$ cat config.mk
export PLATFORM = sky130hd
export DESIGN_NAME = inbuf_pingpong_cntl
export DESIGN_NICKNAME = d
export VERILOG_FILES = /design/src/rtl/inbuf_pingpong_cntl.sv
export SDC_FILE = /design/constraint.sdc
export NUM_CORES = 1
export LEC_CHECK = 0
export CAP_MARGIN = 20
export CORE_AREA = 2 2 214 216
export DETAILED_ROUTE_END_ITERATION = 16
export DIE_AREA = 0 0 216 218
export SLEW_MARGIN = 20
export SYNTH_ARGS = -nofsm -noshare
export SYNTH_HDL_FRONTEND = slang
export SYNTH_SLANG_ARGS = --single-unit
export TNS_END_PERCENT = 1
$ cat constraint.sdc
create_clock -name clk -period 5 [get_ports clk]
set_input_delay 1 -clock clk [delete_from_list [all_inputs] [get_ports clk]]
set_output_delay 1 -clock clk [all_outputs]
set_load 0.01 [all_outputs]
$ cat src/rtl/inbuf_pingpong_cntl.sv
// Ping/pong input line buffer: prefetches lines and presents each for M uses.
// INBUF_PINGPONG_PREFETCH_EN enables the second bank; otherwise one bank refills.
module inbuf_pingpong_cntl #(
    parameter int PACKET_LENGTH = 8,
    parameter int W             = 8,
    parameter int UNIT_NUM      = 4,
    parameter int DATA_W        = PACKET_LENGTH * W * UNIT_NUM,
    parameter int ADDR_W        = 10,
    parameter int M_W           = 4
) (
    input  logic              clk,
    input  logic              rstn,
    input  logic              eng_rstn,
    input  logic              start,
    input  logic [ADDR_W-1:0] cfg_base_addr,
    input  logic [ADDR_W-1:0] cfg_line_cnt,
    input  logic [M_W-1:0]    cfg_m,
    input  logic              eng_data_used,
    output logic [DATA_W-1:0] dout,
    output logic              dout_val,
    output logic              busy,
    output logic              done,
    output logic              underflow,
    output logic              mem_rd_req,
    output logic [ADDR_W-1:0] mem_rd_addr,
    input  logic [DATA_W-1:0] mem_rd_data,
    input  logic              mem_rd_data_val
);

    typedef enum logic [1:0] {IDLE, RUN, DONE} state_t;

    state_t            state_q, state_d;
    logic [ADDR_W-1:0] base_q, base_d, lines_q, lines_d;
    logic [ADDR_W-1:0] req_cnt_q, req_cnt_d, cons_q, cons_d;
    logic [ADDR_W-1:0] addr_q, addr_d;
    logic [M_W-1:0]    m_q, m_d, use_q, use_d;
    logic [DATA_W-1:0] bank_q [2];
    logic [DATA_W-1:0] bank_d [2];
    logic [1:0]        val_q, val_d;
    logic              ptr_q, ptr_d, tgt_q, tgt_d;
    logic              out_q, out_d, drop_q, drop_d;
    logic              req_q, req_d, unf_q, unf_d;
    logic              done_q, busy_q;
    logic              use_ok, last_use, fetch_tgt;

    always_comb begin
        state_d   = state_q;
        base_d    = base_q;
        lines_d   = lines_q;
        m_d       = m_q;
        req_cnt_d = req_cnt_q;
        cons_d    = cons_q;
        use_d     = use_q;
        bank_d    = bank_q;
        val_d     = val_q;
        ptr_d     = ptr_q;
        tgt_d     = tgt_q;
        out_d     = out_q;
        drop_d    = drop_q;
        req_d     = 1'b0;
        addr_d    = addr_q;
        fetch_tgt = 1'b0;
        use_ok    = eng_data_used && val_q[ptr_q];
        last_use  = use_ok && (use_q == m_q - M_W'(1));
        unf_d     = unf_q || (eng_data_used && !val_q[ptr_q]);

        // A response owed to a request from before an engine reset is discarded.
        if (mem_rd_data_val) begin
            if (drop_q) begin
                drop_d = 1'b0;
            end else if (out_q) begin
                out_d         = 1'b0;
                bank_d[tgt_q] = mem_rd_data;
                val_d[tgt_q]  = 1'b1;
            end
        end

        if (use_ok) begin
            use_d = use_q + M_W'(1);
            if (last_use) begin
                use_d        = '0;
                val_d[ptr_q] = 1'b0;
                cons_d       = cons_q + ADDR_W'(1);
`ifdef INBUF_PINGPONG_PREFETCH_EN
                ptr_d        = ~ptr_q;
`endif
            end
        end

        unique case (state_q)
            IDLE: begin
                if (start) begin
                    unf_d     = 1'b0;
                    base_d    = cfg_base_addr;
                    lines_d   = cfg_line_cnt;
                    m_d       = (cfg_m == '0) ? M_W'(1) : cfg_m;
                    req_cnt_d = '0;
                    cons_d    = '0;
                    use_d     = '0;
                    state_d   = (cfg_line_cnt == '0) ? DONE : RUN;
                end
            end
            RUN: begin
                if (cons_d == lines_q) state_d = DONE;
            end
            DONE: state_d = IDLE;
            default: state_d = IDLE;
        endcase

        // Decide on next-state values so a freed bank refills with no lost cycle.
`ifdef INBUF_PINGPONG_PREFETCH_EN
        fetch_tgt = val_d[ptr_d] ? ~ptr_d : ptr_d;
`endif
        if (state_d == RUN && req_cnt_d < lines_d && !out_d
            && !val_d[fetch_tgt]) begin
            req_d     = 1'b1;
            out_d     = 1'b1;
            tgt_d     = fetch_tgt;
            addr_d    = base_d + req_cnt_d;
            req_cnt_d = req_cnt_d + ADDR_W'(1);
        end

        if (!eng_rstn) begin
            state_d   = IDLE;
            base_d    = '0;
            lines_d   = '0;
            m_d       = '0;
            req_cnt_d = '0;
            cons_d    = '0;
            use_d     = '0;
            bank_d[0] = '0;
            bank_d[1] = '0;
            val_d     = '0;
            ptr_d     = 1'b0;
            tgt_d     = 1'b0;
            out_d     = 1'b0;
            drop_d    = (out_q || drop_q) && !mem_rd_data_val;
            req_d     = 1'b0;
            addr_d    = '0;
            unf_d     = 1'b0;
        end
    end

    always_ff @(posedge clk or negedge rstn) begin
        if (!rstn) begin
            state_q   <= IDLE;
            base_q    <= '0;
            lines_q   <= '0;
            m_q       <= '0;
            req_cnt_q <= '0;
            cons_q    <= '0;
            use_q     <= '0;
            bank_q[0] <= '0;
            bank_q[1] <= '0;
            val_q     <= '0;
            ptr_q     <= 1'b0;
            tgt_q     <= 1'b0;
            out_q     <= 1'b0;
            drop_q    <= 1'b0;
            req_q     <= 1'b0;
            addr_q    <= '0;
            unf_q     <= 1'b0;
            done_q    <= 1'b0;
            busy_q    <= 1'b0;
        end else begin
            state_q   <= state_d;
            base_q    <= base_d;
            lines_q   <= lines_d;
            m_q       <= m_d;
            req_cnt_q <= req_cnt_d;
            cons_q    <= cons_d;
            use_q     <= use_d;
            bank_q    <= bank_d;
            val_q     <= val_d;
            ptr_q     <= ptr_d;
            tgt_q     <= tgt_d;
            out_q     <= out_d;
            drop_q    <= drop_d;
            req_q     <= req_d;
            addr_q    <= addr_d;
            unf_q     <= unf_d;
            done_q    <= (state_d == DONE);
            busy_q    <= (state_d != IDLE);
        end
    end

    assign dout        = bank_q[ptr_q];
    assign dout_val    = val_q[ptr_q];
    assign busy        = busy_q;
    assign done        = done_q;
    assign underflow   = unf_q;
    assign mem_rd_req  = req_q;
    assign mem_rd_addr = addr_q;

endmodule
==> impl_results.md, run 1 <==
* Compound-Gate Fraction of Synth Area at 12.9%
* DRT Wirelength at 50,300 um
* Hold_buf cts at 0
* Area of the core at 44,900 sq um
* Period minus WS final at 4.13 ns
* Chip Width at 216 um
* Syn_nets at 1,871
* Crit path depth at 13
* Largest net degree at the start of global routing at 177
* Main combinational cell family by area after synthesis: simple AND/OR/NAND/NOR gates
* Asr flop ratio synth at 100%
* CP top delay family: buffers and inverters
* Flops & latches, synth at 323
* Mapped Area at 14,000 sq um
* CP Capture Type: flip-flop
* MaxCap Viol Count at 0
* Hold Fails Final Rpt at 0
* Buffers and inverters on the worst path at 3
* Fin crit share at 82.6%
* Peak supply drop at 0.000207 V
* CTS buffer count at 39
* Outcome: complete, no violations
* Top cells by count, synth: nand2_1, dfrtp_1, a21oi_1
* Mux share of post-synthesis cell area at 0.795%
* Vias per Instance at 4.72
* Count leader, synth: nand2_1
* Cells after Synth at 1,562
* Clk buf depth at 3
* Reg2Reg Depth at 14
* Final GP Congestion at 0.820
* Global-route wire length before repair at 76,900 um
* Fin nets at 2,380
* ANT nets after route at 0
* Layout cells sized above 1 at 4.24%
* Leak at 8.92 nW
* Resize count post-CTS at 0
* Post-synth EDFFs at 0
* Die height at 218 um
* First-pass DRT Iterations at 5
* CP Cell Sequence: clkdlybuf4s50_1 -> nor3b_2 -> buf_4 -> mux2i_1 -> ha_1 -> nand4_1 -> o22ai_1 -> a2111oi_0 -> nand3_1 -> a31oi_4 -> buf_12 -> a21oi_1 -> a31o_2
* Synth warn at 0
* Slew margin rel. at 38.9%
* Wirelength per Cell at 18.6 um
* Post-synthesis adder-cell area fraction at 2.11%
* Top-area cell type share of the netlist area at 57.7%
* Xor/xnor share of the synthesized area at 2.74%
* Clock root cell: clkbuf_16
* CTS tree: done
* Post-synthesis sequential area ratio at 57.7%
* Final Skew at 0.0111 ns
* Iter 0 DRT Violations at 890
* Synth area leader: dfrtp_1
* Setup TNS at 0 ns
* Hold/Removal Path Class: in -> async
* IO buf count at 556
* Pins Over Slew Limit at 0
* Dominant cells by area after synthesis: dfrtp_1, nand2_1, a21oi_1, clkbuf_1, ha_1
* Synth unique cells at 52
* Post-route DRC at 0
* Fmax at 242 MHz
* Worst path slowest cell: clkdlybuf4s50_1
* Worst-path clk slew at 0.06 ns
* WS Path Type: in -> reg
* P&R area growth vs syn at 53.2%
* CP peak stage delay at 0.53 ns
* Worst skew pair latency at 0.55 ns
* Htree depth at 2
* Critical path startpoint category: input pin
* Row count at 78
* GRT Overall Usage at 21.0%
* Die ar. at 47,100 sq um
* Via count at 12,800
* Post-CTS Setup Repair Bufs at 0
* Vias in the first global route at 13,000
* Worst path required time at 5.44 ns
* Final Util at 47.8%
* IO Pins at 557
* Syn avg cell area at 8.97 sq um
* Worst Tran Pin Value at 0.916 ns
* Pwr dens at 325 nW/um^2
* Synth Area in Simple Gates at 20.4%
* Max FO, Critical Path at 36
* Initial antenna violation count at 5
* # clock sinks at 323
* Grt total ovfl at 0
* Worst Path Arrival at 4.57 ns
* Synth Flop Type: dfrtp_1
* Final setup violation count at 0
* HPWL after DPL at 35,000 um
* RSZ-0062 raised after global routing: no
* Initial Util at 31.2%
## routing by layer
metal	global-route usage (%)	up-vias	wire, um
met5	0	-	27
met4	8.74	4	1760
met3	6.51	98	3800
met2	33.9	413	24000
met1	26.0	6105	20700
li1	-	6136	-
## logic make-up (layout without fill, tap and decap cells)
| group | Yosys count | count (layout) |
|---|---|---|
| AO/OA/AOI/OAI | 339 | 339 |
| other | 0 | 3 |
| AND/OR/NAND/NOR | 708 | 708 |
| buffers and inverters | 122 | 658 |
| XOR/XNOR | 36 | 36 |
| flip-flops | 323 | 323 |
| multiplexers | 11 | 11 |
| adder cells (fa/ha/maj) | 23 | 23 |
## cell usage in the layout, fill, tap and decap left out, types with 5 or more instances in the layout
master / netlist / layout
and2_1: 6 / 6
nand3_1: 21 / 21
mux2i_1: 10 / 10
ha_1: 22 / 22
dfrtp_1: 323 / 323
xor2_1: 10 / 10
clkbuf_1: 96 / 13
xnor3_1: 5 / 5
clkbuf_8: 0 / 8
o21ai_0: 12 / 12
nor2_1: 41 / 40
a21o_1: 8 / 8
nor2b_1: 6 / 6
buf_12: 0 / 9
nand4_1: 8 / 8
inv_1: 16 / 16
clkdlybuf4s50_1: 0 / 555
clkbuf_16: 0 / 41
nand2_1: 586 / 586
a21oi_1: 296 / 296
xnor2_1: 21 / 20
buf_4: 0 / 8
nor3_1: 16 / 16
## sequential cells by signal, indices dropped and copies added, names as in the netlist
register,flops
cons_q,10
req_cnt_q,10
base_q,10
drop_q,1
mem_rd_addr,10
val_q,1
bank_q,256
done,1
lines_q,10
state_q,2
m_q,4
busy,1
use_q,4
underflow,1
mem_rd_req,1
out_q,1
## worst paths after layout
check | startpoint | to | slack, ns
max in group asynchronous | rstn | bank_q[346]$_DFFE_PN0P_ | 3.44
worst min register to register | underflow$_DFF_PN0_ | underflow$_DFF_PN0_ | 0.50
worst max-delay path | start | req_cnt_q[2]$_DFF_PN0_ | 0.87
min in group clk | underflow$_DFF_PN0_ | underflow$_DFF_PN0_ | 0.50
worst min-delay path | rstn | cons_q[2]$_DFF_PN0_ | 0.46
worst max register to register | state_q[0]$_DFF_PN0_ | req_cnt_q[2]$_DFF_PN0_ | 1.36
## stage by stage
stage	hold slack [ns]	instance area [sq um]	std cells	power (mW)	setup slack [ns]
2_1_floorplan	0.454	14000	1562	3.43	0.835
5_1_grt	0.511	21500	2701	7.31	0.626
3_3_place_gp	0.472	20200	2630	4.18	0.467
4_1_cts	0.503	21500	2698	7.09	0.941
3_5_place_dp	0.490	20200	2630	4.19	0.391
6_report	0.463	21500	2701	6.99	0.871
## power breakdown
part	total [mW]	internal [mW]	leakage [nW]	switching, mW
registers	2.86	2.77	4.44	0.0940
logic	1.27	0.619	3.86	0.654
clock network	2.85	1.72	0.618	1.13
## area by class of cell
| type | instances | area (sq um) |
|---|---|---|
| clock buffers | 62 | 1180 |
| clock inverters | 6 | 82.6 |
| fillers | 4315 | 23400 |
| diodes | 3 | 7.51 |
| multi-input cells | 1117 | 5480 |
| well taps | 600 | 751 |
| flip-flops and latches | 323 | 8080 |
| repair buffers | 573 | 5810 |
| inverters | 17 | 71.3 |
Note: power is estimated with default switching activity, not from simulation.
==> inputs of run 2 (changes only) <==
Clock period 5 ns to 3.8 ns, I/O delays scaled along.
==> run 2 against run 1 <==
Compared with the run above: die area unchanged; sequential cell count unchanged; via count increased by 2.0%; worst hold slack got worse by 0.17 ns; wire length is 0.45% lower; count of clock-buffer cells in the layout decreased by 4; final cell count rose by 1.8%; design area up 2.0%; register-to-register slack got worse by 0.82 ns; core utilization rose by 0.93 points; power up 33%; sequential share of layout area is 0.72 points lower; critical path type unchanged; critical endpoint is now req_cnt_q[6]$_DFF_PN0_.
==> impl_results.md, run 2 (synthesized netlist as in run 1, its figures left out) <==
* Outcome: complete, no violations
* Vias in the first global route at 13,300 (+2.0%)
* Met1 usage at 25.5% (-0.59 points)
* Largest net degree at the start of global routing at 166 (-6.2%)
* Fin crit share at 92.3%
* CTS tree: done
* Final Cell Area at 21,900 sq um (+2.0%)
* Post-CTS Setup Repair Bufs at 0 (unchanged)
* Fill count at 4,299 (-0.37%)
* FF-to-FF End: req_cnt_q[6]$_DFF_PN0_
* Fin cells at 2,750 (+1.8%)
* Initial Util at 31.2% (unchanged)
* Setup TNS at 0 ns (unchanged)
* Initial antenna violation count at 3 (-2)
* Critical path startpoint category: input pin
* Global routing usage on met2 at 34.2% (+0.29 points)
* Hold Fails Final Rpt at 0 (unchanged)
* Wirelength per Cell at 18.2 um (-2.2%)
* Htree depth at 2 (unchanged)
* Reg2reg setup slack at 0.54 ns (-0.82 ns)
* Reg2Reg Depth at 12 (-2)
* Row count at 78 (unchanged)
* WS Path Type: in -> reg
* Clock root cell: clkbuf_16
* Final GP Congestion at 0.862 (+5.1%)
* Post-route DRC at 0 (unchanged)
* Pwr dens at 423 nW/um^2 (+30%)
* Final Util at 48.8% (+0.93 points)
* Worst setup margin at 0.294 ns (-0.576 ns)
* Max FO, Critical Path at 10 (-72%)
* Global-route wire length before repair at 77,100 um (+0.29%)
* IO buf count at 556 (unchanged)
* Global routing's busiest layer: met2
* Commonest non-fill, non-tap cell in the layout: nand2_1
* Grt total ovfl at 0 (unchanged)
* Biggest register: bank_q
* Fmax at 285 MHz
* Worst Path Arrival at 3.91 ns (-0.66 ns)
* Final Skew at 0.0113 ns (+0.000232 ns)
* Peak supply drop at 0.000335 V (+62%)
* Clk buf depth at 3 (unchanged)
* R2r startpoint: state_q[1]$_DFF_PN0_
* Placed cell area at 20,600 sq um (+2.0%)
* Chip Width at 216 um (unchanged)
* Met3 usage at 6.64% (+0.13 points)
* Setup WS pre-CTS at -0.363 ns (-0.754 ns)
* Die height at 218 um (unchanged)
* Iter 0 DRT Violations at 791 (-11%)
* Commonest non-fill, non-tap cells in the layout: nand2_1, clkdlybuf4s50_1, dfrtp_1
* Layout cells sized above 1 at 6.66% (+2.4 points)
* Worst path required time at 4.20 ns (-1.24 ns)
* DRT Wirelength at 50,000 um (-0.45%)
* First-pass DRT Iterations at 5 (unchanged)
* Slew margin rel. at 25.9% (-13 points)
* Placed cells at 2,681 (+1.9%)
* RSZ-0062 raised after global routing: no
* P&R area growth vs syn at 56.2%
* IO Pins at 557 (unchanged)
* CTS buffer count at 40 (+2.6%)
* HPWL after DPL at 35,700 um (+2.0%)
* Worst skew pair latency at 0.54 ns (about the same)
* Worst-path clk slew at 0.05 ns (about the same)
* GRT Overall Usage at 21.0% (about the same)
* Worst Tran Pin Value at 1.10 ns (+0.187 ns)
* # clock sinks at 323 (unchanged)
* Vias per Instance at 4.73 (+0.14%)
* MaxCap Viol Count at 0 (unchanged)
* Via count at 13,000 (+2.0%)
* Final setup violation count at 0 (unchanged)
* Area of the core at 44,900 sq um (unchanged)
* Die ar. at 47,100 sq um (unchanged)
* Hold/Removal Path Class: in -> async
* ANT nets after route at 0 (unchanged)
* Fin nets at 2,432 (+2.2%)
* Period minus WS final at 3.51 ns
* Critical path startpoint: start
* Hold_buf cts at 0 (unchanged)
* Max reg flops at 256 (unchanged)
* Leak at 9.19 nW (+3.0%)
* Pins Over Slew Limit at 0 (unchanged)
* CP Capture Type: flip-flop
[run 2: power breakdown]
group | internal, mW | total (mW) | switching, mW
clock | 2.29 | 3.75 | 1.46
sequential | 3.64 | 3.77 | 0.127
combinational | 0.869 | 1.74 | 0.872
total | 6.80 | 9.26 | 2.46
[run 2: area by class of cell]
type / count / area, sq um / area share [%]
flip-flops and latches: 323 / 8080 / 36.9
repair buffers: 624 / 6220 / 28.4
multi-input cells: 1117 / 5480 / 25.0
clock buffers: 58 / 1190 / 5.44
well taps: 600 / 751 / 3.43
clock inverters: 8 / 90.1 / 0.412
inverters: 17 / 71.3 / 0.326
diodes: 3 / 7.51 / 0.0343
[run 2: worst max path at each step]
stage          cells past startpoint                endpoint  slack (ns)
6_report                          13  req_cnt_q[6]$_DFF_PN0_        0.29
5_1_grt                           13  req_cnt_q[6]$_DFF_PN0_        0.05
4_1_cts                           13  req_cnt_q[6]$_DFF_PN0_        0.22
3_5_place_dp                      13  req_cnt_q[6]$_DFF_PN0_       -0.36
3_3_place_gp                      13  req_cnt_q[4]$_DFF_PN0_       -0.32
2_1_floorplan                     14  req_cnt_q[1]$_DFF_PN0_        0.01
[run 2: layer usage]
| layer | vias to the layer above | part of all wire [%] |
|---|---|---|
| li1 | 6235 | - |
| met1 | 6199 | 40 |
| met3 | 113 | 8.5 |
| met5 | - | 0 |
| met2 | 458 | 48 |
| met4 | 0 | 3.9 |
[run 2: repair_timing]
item | in CTS | in global routing
hold endpoints to repair | 0 | 0
gates resized for setup | 0 | 1
endpoints found under the setup margin | 0 | 3
[run 2: through the flow]
step	total power, mW	hold slack, ns
2_1_floorplan	4.52	0.454
3_3_place_gp	5.57	0.469
3_5_place_dp	5.59	0.479
4_1_cts	9.40	0.306
5_1_grt	9.70	0.341
6_report	9.26	0.291
[run 2: worst max-delay path: stages]
cell and delay (ns):
clkdlybuf4s50_1 0.49, nor3b_4 0.32, buf_4 0.23, mux2i_1 0.26, ha_1 0.28, a21oi_1 0.16
o22ai_1 0.11, a2111oi_0 0.40, nand3_1 0.21, a31oi_4 0.24, buf_4 0.21, a31o_2 0.17
a21oi_1 0.06
==> inputs of run 3 (changes only) <==
Settings changed: CORE_AREA 2 2 214 216 to 2 2 217 219, DIE_AREA 0 0 216 218 to 0 0 219 221.
==> run 3 against run 2 <==
Compared with the run above: first-iteration DRC count up 8.7%; setup slack worse by 0.019 ns; die area up 2.8%; critical path depth up 2; worst hold slack worse by 0.091 ns; sequential cell count unchanged; via count up 0.12%; largest power group is now the clock network; highest routed layer unchanged.
==> impl_results.md, run 3 (synthesized netlist as in run 1, its figures left out) <==
* Outcome: complete, no violations
* Post-CTS Setup Repair Bufs at 0 (unchanged)
* Leak at 9.19 nW (about the same)
* Final Skew at 0.0206 ns (+0.00929 ns)
* Peak supply drop at 0.000355 V (+6.1%)
* Die height at 221 um (+1.4%)
* Initial antenna violation count at 5 (+2)
* Post-route DRC at 0 (unchanged)
* Worst path required time at 4.24 ns (+0.04 ns)
* Pwr dens at 428 nW/um^2 (+1.2%)
* Layout cells sized above 1 at 6.48% (-0.18 points)
* CP Capture Type: flip-flop
* Fin nets at 2,424 (-0.33%)
* Vias per Instance at 4.72 (-0.10%)
* Fmax at 284 MHz (-0.55%)
* CP Cell Sequence: clkdlybuf4s50_1 -> nor3b_4 -> buf_4 -> buf_4 -> mux2i_1 -> ha_1 -> o311a_1 -> o21a_1 -> o21ai_0 -> nand3_1 -> a31oi_4 -> buf_12 -> buf_4 -> nand3_1 -> o21ai_0
* Setup WS pre-CTS at -0.316 ns (+0.0473 ns)
* Iter 0 DRT Violations at 860 (+8.7%)
* Final Util at 47.6% (-1.1 points)
* Worst path slowest cell: clkdlybuf4s50_1
* HPWL after DPL at 36,000 um (+0.98%)
* CTS tree: done
* Final setup violation count at 0 (unchanged)
* Fin cells at 2,756 (+0.22%)
* MaxCap Viol Count at 0 (unchanged)
* WS Path Type: in -> reg
* Pins Over Slew Limit at 0 (unchanged)
* Htree depth at 2 (unchanged)
* Wirelength per Cell at 18.3 um (+0.59%)
* Clk buf depth at 3 (unchanged)
* Max FO, Critical Path at 24 (+14)
* Reg2reg setup slack at 0.45 ns (-0.09 ns)
* Placed cell area at 20,600 sq um (-0.15%)
* Fin crit share at 92.8% (+0.51 points)
* # clock sinks at 323 (unchanged)
* Hold/Removal Path Class: in -> async
* CP peak stage delay at 0.50 ns (about the same)
* Most frequent CP cell: buf_4
* CTS buffer count at 39 (-2.5%)
* Commonest non-fill, non-tap cell in the layout: nand2_1
* P&R area growth vs syn at 56.6%
* CP top delay family: buffers and inverters
* Slew margin rel. at 29.9% (+4.0 points)
* Switching share of power at 26.4% (-0.17 points)
* RSZ-0062 raised after global routing: no
* Vias in the first global route at 13,100 (-1.4%)
* Clock root cell: clkbuf_16
* ANT nets after route at 0 (unchanged)
* Area of the core at 46,100 sq um (+2.6%)
* GRT Overall Usage at 20.6% (-0.34 points)
* Fill count at 4,449 (+3.5%)
* Final GP Congestion at 0.842 (-2.3%)
* Worst Path Arrival at 3.97 ns (+0.06 ns)
* Placed cells at 2,681 (unchanged)
* Combinational power share at 18.3% (-0.5 points)
* Biggest register: bank_q
* Chip Width at 219 um (+1.4%)
* Die ar. at 48,400 sq um (+2.8%)
* R2r startpoint: state_q[0]$_DFF_PN0_
* Pint at 6.91 mW (+1.7%)
* Global-route wire length before repair at 77,600 um (+0.56%)
* Hold Fails Final Rpt at 0 (unchanged)
* Worst skew pair latency at 0.55 ns (about the same)
* Commonest non-fill, non-tap cells in the layout: nand2_1, clkdlybuf4s50_1, dfrtp_1
* Reg2Reg Depth at 14 (+2)
* Period minus WS final at 3.52 ns (+0.0193 ns)
* Total power at 9.40 mW (+1.4%)
* Final Cell Area at 21,900 sq um (+0.21%)
* Sequential share of power at 40.1% (-0.6 points)
* Via count at 13,000 (+0.12%)
* Clk pwr share at 41.5% (+1.0 points)
* Critical path startpoint category: input pin
* Net Sw Power at 2.48 mW (+0.77%)
* IO Pins at 557 (unchanged)
* Grt total ovfl at 0 (unchanged)
* First-pass DRT Iterations at 5 (unchanged)
* Buffers and inverters on the worst path at 5 (+2)
* Max reg flops at 256 (unchanged)
* IO buf count at 556 (unchanged)
* Worst setup margin at 0.275 ns (-0.0193 ns)
* Worst-path clk slew at 0.06 ns (about the same)
* Initial Util at 30.4% (-0.79 points)
* FF-to-FF End: mem_rd_addr[7]$_DFFE_PN0P_
* DRT Wirelength at 50,500 um (+0.81%)
* Largest net degree at the start of global routing at 170 (+2.4%)
* Row count at 79 (+1.3%)
* Worst Tran Pin Value at 1.05 ns (-0.0522 ns)
[run 3: power by group through the flow]
stage | Sequential (mW) | Combinational, mW | Clock (mW)
finish | 3.77 | 1.72 | 3.90
global route | 3.80 | 1.88 | 4.15
CTS | 3.77 | 1.74 | 4.01
detailed placement | 3.83 | 1.73 | 0
global placement | 3.82 | 1.72 | 0
floorplan | 3.90 | 0.621 | 0
[run 3: per-layer routing]
| metal | global-route usage (%) | routed length [um] | vias to the layer above |
|---|---|---|---|
| met5 | 0 | 0 | - |
| met4 | 8.15 | 1700 | 0 |
| met3 | 5.84 | 3830 | 86 |
| met2 | 34.3 | 24700 | 437 |
| met1 | 25.2 | 20200 | 6263 |
| li1 | - | - | 6234 |
[run 3: repair_timing]
item / CTS / global route
gates resized for setup: 0 / 2
endpoints found under the setup margin: 0 / 10
hold buffers: 0 / 0
[run 3: cell type report]
cell class / instances / area, sq um / area share (%)
clock inverters: 11 / 159 / 0.724
well taps: 607 / 759 / 3.46
clock buffers: 59 / 1180 / 5.40
inverters: 17 / 71.3 / 0.325
multi-input cells: 1117 / 5490 / 25.0
diodes: 5 / 12.5 / 0.0570
repair buffers: 617 / 6180 / 28.2
flip-flops and latches: 323 / 8080 / 36.9
[run 3: worst max path at each step]
stage	start	endpoint	slack [ns]	cells after the start
after CTS	start	mem_rd_addr[7]$_DFFE_PN0P_	0.25	14
final	start	mem_rd_addr[7]$_DFFE_PN0P_	0.28	15
after detailed placement	start	mem_rd_addr[7]$_DFFE_PN0P_	-0.32	14
after global routing	start	mem_rd_addr[6]$_DFFE_PN0P_	0.03	14
after floorplan	start	req_cnt_q[1]$_DFF_PN0_	0.01	14
after global placement	start	mem_rd_addr[8]$_DFFE_PN0P_	-0.28	14
[run 3: worst reg2reg max path, delay by kind of cell, from the launching register on]
family	cells	cell delay [ns]
buffers and inverters	4	0.85
AND/OR/NAND/NOR	3	0.62
AO/OA/AOI/OAI	5	0.74
adder cells (fa/ha/maj)	1	0.26
flip-flops	1	0.49
multiplexers	1	0.28
[run 3: per-stage QoR]
stage               TNS [ns]  hold WS (ns)
floorplan                  0         0.454
global placement       -4.25         0.472
detailed placement     -4.65         0.484
CTS                        0         0.206
global route               0         0.230
finish                     0         0.200
